File: config.mk
export PLATFORM = sky130hd
export DESIGN_NAME = segdisplay_arbiter
export DESIGN_NICKNAME = d
export VERILOG_FILES = /design/src/rtl/segdisplay_arbiter.sv
export SDC_FILE = /design/constraint.sdc
export NUM_CORES = 1
export LEC_CHECK = 0
export BUFFER_PORTS_ARGS = -buffer_cell sky130_fd_sc_hd__buf_2
export CORE_MARGIN = 2
export CORE_UTILIZATION = 40
export CTS_CLUSTER_DIAMETER = 50
export DETAILED_ROUTE_END_ITERATION = 8
export PLACE_DENSITY = 0.87
export SLEW_MARGIN = 40
export SYNTH_ARGS = -nofsm -noshare
export SYNTH_HDL_FRONTEND = slang
export SYNTH_SLANG_ARGS = --single-unit
export TNS_END_PERCENT = 50
File: constraint.sdc
create_clock -name clk_i -period 1.6 [get_ports clk_i]
set_clock_uncertainty 0.05 [all_clocks]
set_input_delay 0.16 -clock clk_i [delete_from_list [all_inputs] [get_ports clk_i]]
set_output_delay 0.16 -clock clk_i [all_outputs]
set_load 0.005 [all_outputs]
File: src/rtl/segdisplay_arbiter.sv
// Leased round-robin arbiter for the seven-segment display write port.
// A requester that wins keeps the port until it stays quiet for HOLD_CYCLES
// cycles or releases it, so a written value stays visible long enough to read.
module segdisplay_arbiter #(
  parameter int NUM_REQ     = 2,
  parameter int HOLD_CYCLES = 8
) (
  input  logic                               clk_i,
  input  logic                               reset_i,
  input  logic [NUM_REQ-1:0]                 valid_i,
  input  logic [NUM_REQ-1:0][31:0]           data_i,
  input  logic [NUM_REQ-1:0][3:0]            mask_i,
  input  logic [NUM_REQ-1:0]                 release_i,
  output logic [NUM_REQ-1:0]                 ready_o,
  output logic [31:0]                        write_data_o,
  output logic [3:0]                         write_mask_o,
  output logic                               owner_valid_o,
  output logic [$clog2(NUM_REQ)-1:0]         owner_o
);

  localparam int OW = $clog2(NUM_REQ);
  localparam int LW = $clog2(HOLD_CYCLES + 1);

  typedef enum logic {IDLE, OWNED} state_t;

  state_t        state;
  logic [LW-1:0] lease_r;
  logic [OW-1:0] last_owner_r;
  logic [OW-1:0] win_idx;
  logic          win_found;
  logic [OW:0]   scan_idx;
  logic [OW-1:0] xfer_idx;
  logic          xfer;

  // Round-robin scan starting just after the last owner, so the previous
  // owner is considered last and nobody starves.
  always_comb begin
    win_found = 1'b0;
    win_idx   = '0;
    scan_idx  = '0;
    for (int i = 1; i <= NUM_REQ; i++) begin
      scan_idx = {1'b0, last_owner_r} + (OW+1)'(i);
      if (scan_idx >= (OW+1)'(NUM_REQ))
        scan_idx = scan_idx - (OW+1)'(NUM_REQ);
      if (!win_found && valid_i[scan_idx[OW-1:0]]) begin
        win_found = 1'b1;
        win_idx   = scan_idx[OW-1:0];
      end
    end
  end

  // One-hot ready: the owner while leased, otherwise the scan winner.
  always_comb begin
    ready_o = '0;
    if (!reset_i) begin
      if (state == OWNED)
        ready_o[owner_o] = 1'b1;
      else if (win_found)
        ready_o[win_idx] = 1'b1;
    end
  end

  assign xfer          = |(valid_i & ready_o);
  assign xfer_idx      = (state == OWNED) ? owner_o : win_idx;
  assign owner_valid_o = (state == OWNED);

  // Lease FSM plus the registered display write port.
  always_ff @(posedge clk_i) begin
    if (reset_i) begin
      state        <= IDLE;
      lease_r      <= '0;
      last_owner_r <= OW'(NUM_REQ - 1);
      owner_o      <= OW'(NUM_REQ - 1);
      write_data_o <= '0;
      write_mask_o <= '0;
    end else begin
      write_mask_o <= '0;
      if (xfer) begin
        write_data_o <= data_i[xfer_idx];
        write_mask_o <= mask_i[xfer_idx];
      end
      case (state)
        IDLE: begin
          if (xfer) begin
            state   <= OWNED;
            owner_o <= win_idx;
            lease_r <= LW'(HOLD_CYCLES);
          end
        end
        OWNED: begin
          // Release wins over the lease; a simultaneous write still went out above.
          if (release_i[owner_o]) begin
            state        <= IDLE;
            last_owner_r <= owner_o;
            lease_r      <= '0;
          end else if (xfer) begin
            lease_r <= LW'(HOLD_CYCLES);
          end else if (lease_r == LW'(1)) begin
            state        <= IDLE;
            last_owner_r <= owner_o;
            lease_r      <= '0;
          end else begin
            lease_r <= lease_r - LW'(1);
          end
        end
        default: state <= IDLE;
      endcase
    end
  end

endmodule
==> flow_summary_export.csv <==
group,metric,value,unit
finish,regArea,864.6,um^2
logic_synthesis,synth_mux_area_share,1.022,%
logic_synthesis,yosys.area_share.adder,1.203,%
logic_synthesis,yosysWarnings,0,
finish,instances_no_fill,442,
logic_synthesis,synth_compound_area_share,23.57,%
logic_synthesis,synth_ff_type,"dfxtp_1",
critical_path,crit_required,1.74,ns
logic_synthesis,yosysTopAreaCell,"dfxtp_1",
floorplanning,core_area,0.005075,mm^2
critical_path,cp-start-kind,"register",
timing,max_freq,614.8,MHz
grt,grt_pass1_wl,9473,um
finish,drive_above_1_share,44.09,%
job,maxCapViolations,0,
logic_synthesis,ys_seq_area_share,41.37,%
grt,grt_max_degree,38,
clock_tree,cts_buffer_depth,2,
worst_hold_path,hold_path_class,"in2reg",
grt,antenna_found_initial,0,
finish,fin_nets,451,
logic_synthesis,yosysUniqueCellTypes,37,
timing,setup_slack,-0.02649,ns
run_status,violations,"setup timing",
place,portBuffers,117,
route,drt-total-wl,6007,um
timing,max-slew-margin-rel,70.11,%
floorplanning,dieArea,0.005795,mm^2
logic_synthesis,synth_common_cells,"nand2_1, dfxtp_1, nor2_1",
logic_synthesis,yosysMostFrequentCell,"nand2_1",
logic_synthesis,yosysTopAreaCellShare,41.37,%
logic_synthesis,async_flop_share,0,%
logic_synthesis,synth_simple_gate_area_share,24.95,%
route,wl_per_cell,13.59,um
logic_synthesis,yosys.area_share.xor_xnor,0.4209,%
floorplanning,initial_core_util,41.00,%
clock_tree,htree_num_levels,2,
finish,syn_to_final_growth,42.69,%
power,p_leak,1.429,nW
finish,multi_input_area,0.001100,mm^2
finish,nFillCells,487,
critical_path,worstPathArrival,1.77,ns
critical_path,critPathKind,"reg2reg",
timing,tightest_slew,0.4483,ns
logic_synthesis,ys_ff_latch,43,
floorplanning,ios,118,
timing,fin_crit,1.626,ns
route,viasPerCell,4.986,
place,dp_hpwl,4098,um
logic_synthesis,netlist_area,0.002081,mm^2
route,vias,2204,
route,drcViolationCount,0,
grt,grtUsageTotal,19.67,%
place,gp_congestion,0.8135,
timing,rsz0062_at_grt,"yes",
clock_tree,tritoncts,"yes",
floorplanning,rows,26,
grt,grt_pass1_vias,2129,
floorplanning,die_w,76.13,um
route,drtAntennaViolNets,0,
logic_synthesis,synth_area_leaders,"dfxtp_1, nand2_1, a311oi_1",
timing,hold_ws,0.05666,ns
timing,post-route-period-util,101.7,%
clock_tree,cts.sinks,43,
logic_synthesis,synth_top_family_by_area,"simple AND/OR/NAND/NOR gates",
critical_path,cp_max_fo,3,
clock_tree,cts_hold_buf,0,
clock_tree,cts_buffers,5,
timing,hold_viol,0,
timing,setup_viol,2,
place,dp_cells,428,
route,firstDrtPassIters,4,
grt,overflow,0,
logic_synthesis,avgSynthCellArea,8.290,um^2
floorplanning,die_y,76.13,um
logic_synthesis,synthCells,251,
power,p_per_area,938.8,mW/mm^2
logic_synthesis,synth-edff-count,0,
place,dp_worst_setup_slack,-0.06548,ns
power,ir_drop,386.1,uV
clock_tree,clock_latency,0.29,ns
route,drtIter0Drc,99,
timing,slew_violations,0,
critical_path,crit_path_end_kind,"register",
finish,num_antenna_cells,0,
clock_tree,clkTransAtPathRegs,0.08,ns
logic_synthesis,syn-num-nets,331,
run_status,outcome,"finished with violations",
clock_tree,root_buffer,"clkbuf_8",
-- layout make-up --
type,count,area share (%)
repair buffers,134,27.01
clock buffers,8,3.371
multi-input cells,183,37.04
well taps,70,2.950
inverters,4,0.5057
flip-flops and latches,43,29.12
-- report_power, final --
part | leakage [nW] | internal, mW | total, mW | switching [mW]
clock | 0.0515 | 0.394 | 0.760 | 0.366
sequential | 0.356 | 1.17 | 1.23 | 0.0584
combinational | 1.02 | 0.390 | 0.796 | 0.406
total | 1.43 | 1.96 | 2.79 | 0.830
-- routing by layer --
layer	vias to the layer above	share of wire (%)	track usage, %
li1	1107	-	-
met1	1026	43	22.65
met2	66	52	36.52
met3	5	5.1	3.910
met4	0	0.85	6.182
met5	-	0	0
-- worst paths after layout --
kind	startpoint	to	cells past startpoint	slack [ns]
setup / recovery	lease_r[1]	last_owner_r	6	-0.03
hold / removal	mask_i[1]	write_mask_o[1]	3	0.06
hold reg to reg	lease_r[2]	lease_r[2]	2	0.45
setup reg to reg	lease_r[1]	last_owner_r	6	-0.03
-- state kept, by name (all words and copies together) (netlist names) --
name and count:
lease_r 4, write_mask_o 4, last_owner_r 1, owner_o 1, write_data_o 32, owner_valid_o 1
-- what timing repair did --
action,CTS,global route
endpoints found under the setup margin,2,12
pin swaps,2,1
buffers inserted,3,1
resized for setup,4,7
gates cloned,0,2
-- metrics by stage --
stage	util, %	setup TNS (ns)	power [mW]	cell area, um^2
3_5_place_dp	54.27	-0.06548	1.995	2754
5_1_grt	58.51	-0.2241	2.952	2969
2_1_floorplan	-	0	1.701	2088
6_report	58.51	-0.04687	2.787	2969
3_3_place_gp	54.27	0	1.969	2754
4_1_cts	56.78	-0.007289	2.766	2882
-- worst max-delay path, cell delays in order, from the launching register on --
cell	delay [ns]
dfxtp_2	0.33
inv_2	0.05
ha_1	0.13
or3b_4	0.38
nor2b_4	0.14
nand3b_1	0.17
a211o_1	0.27
-- kinds of logic (layout without fill, tap and decap cells) --
| family | Yosys count | count (layout) |
|---|---|---|
| simple gates | 127 | 127 |
| buf+inv | 25 | 146 |
| xor+xnor | 1 | 1 |
| compound gates | 51 | 51 |
| flops | 43 | 43 |
| mux | 2 | 2 |
| fa+ha+maj | 2 | 2 |
-- cell usage in the layout, fill, tap and decap left out, types with 2 or more instances in the layout --
cell,instances
buf_2,117
nand2_1,76
dfxtp_1,40
nor2_1,37
a311oi_1,22
a311oi_2,10
buf_4,10
clkbuf_8,7
a21boi_0,4
buf_12,4
inv_1,3
o21ai_0,3
a21oi_1,3
dfxtp_2,3
nor2b_1,2
nor2b_4,2
nand2b_1,2
ha_1,2
clkbuf_16,2
Power figures use the tool's default switching activity.
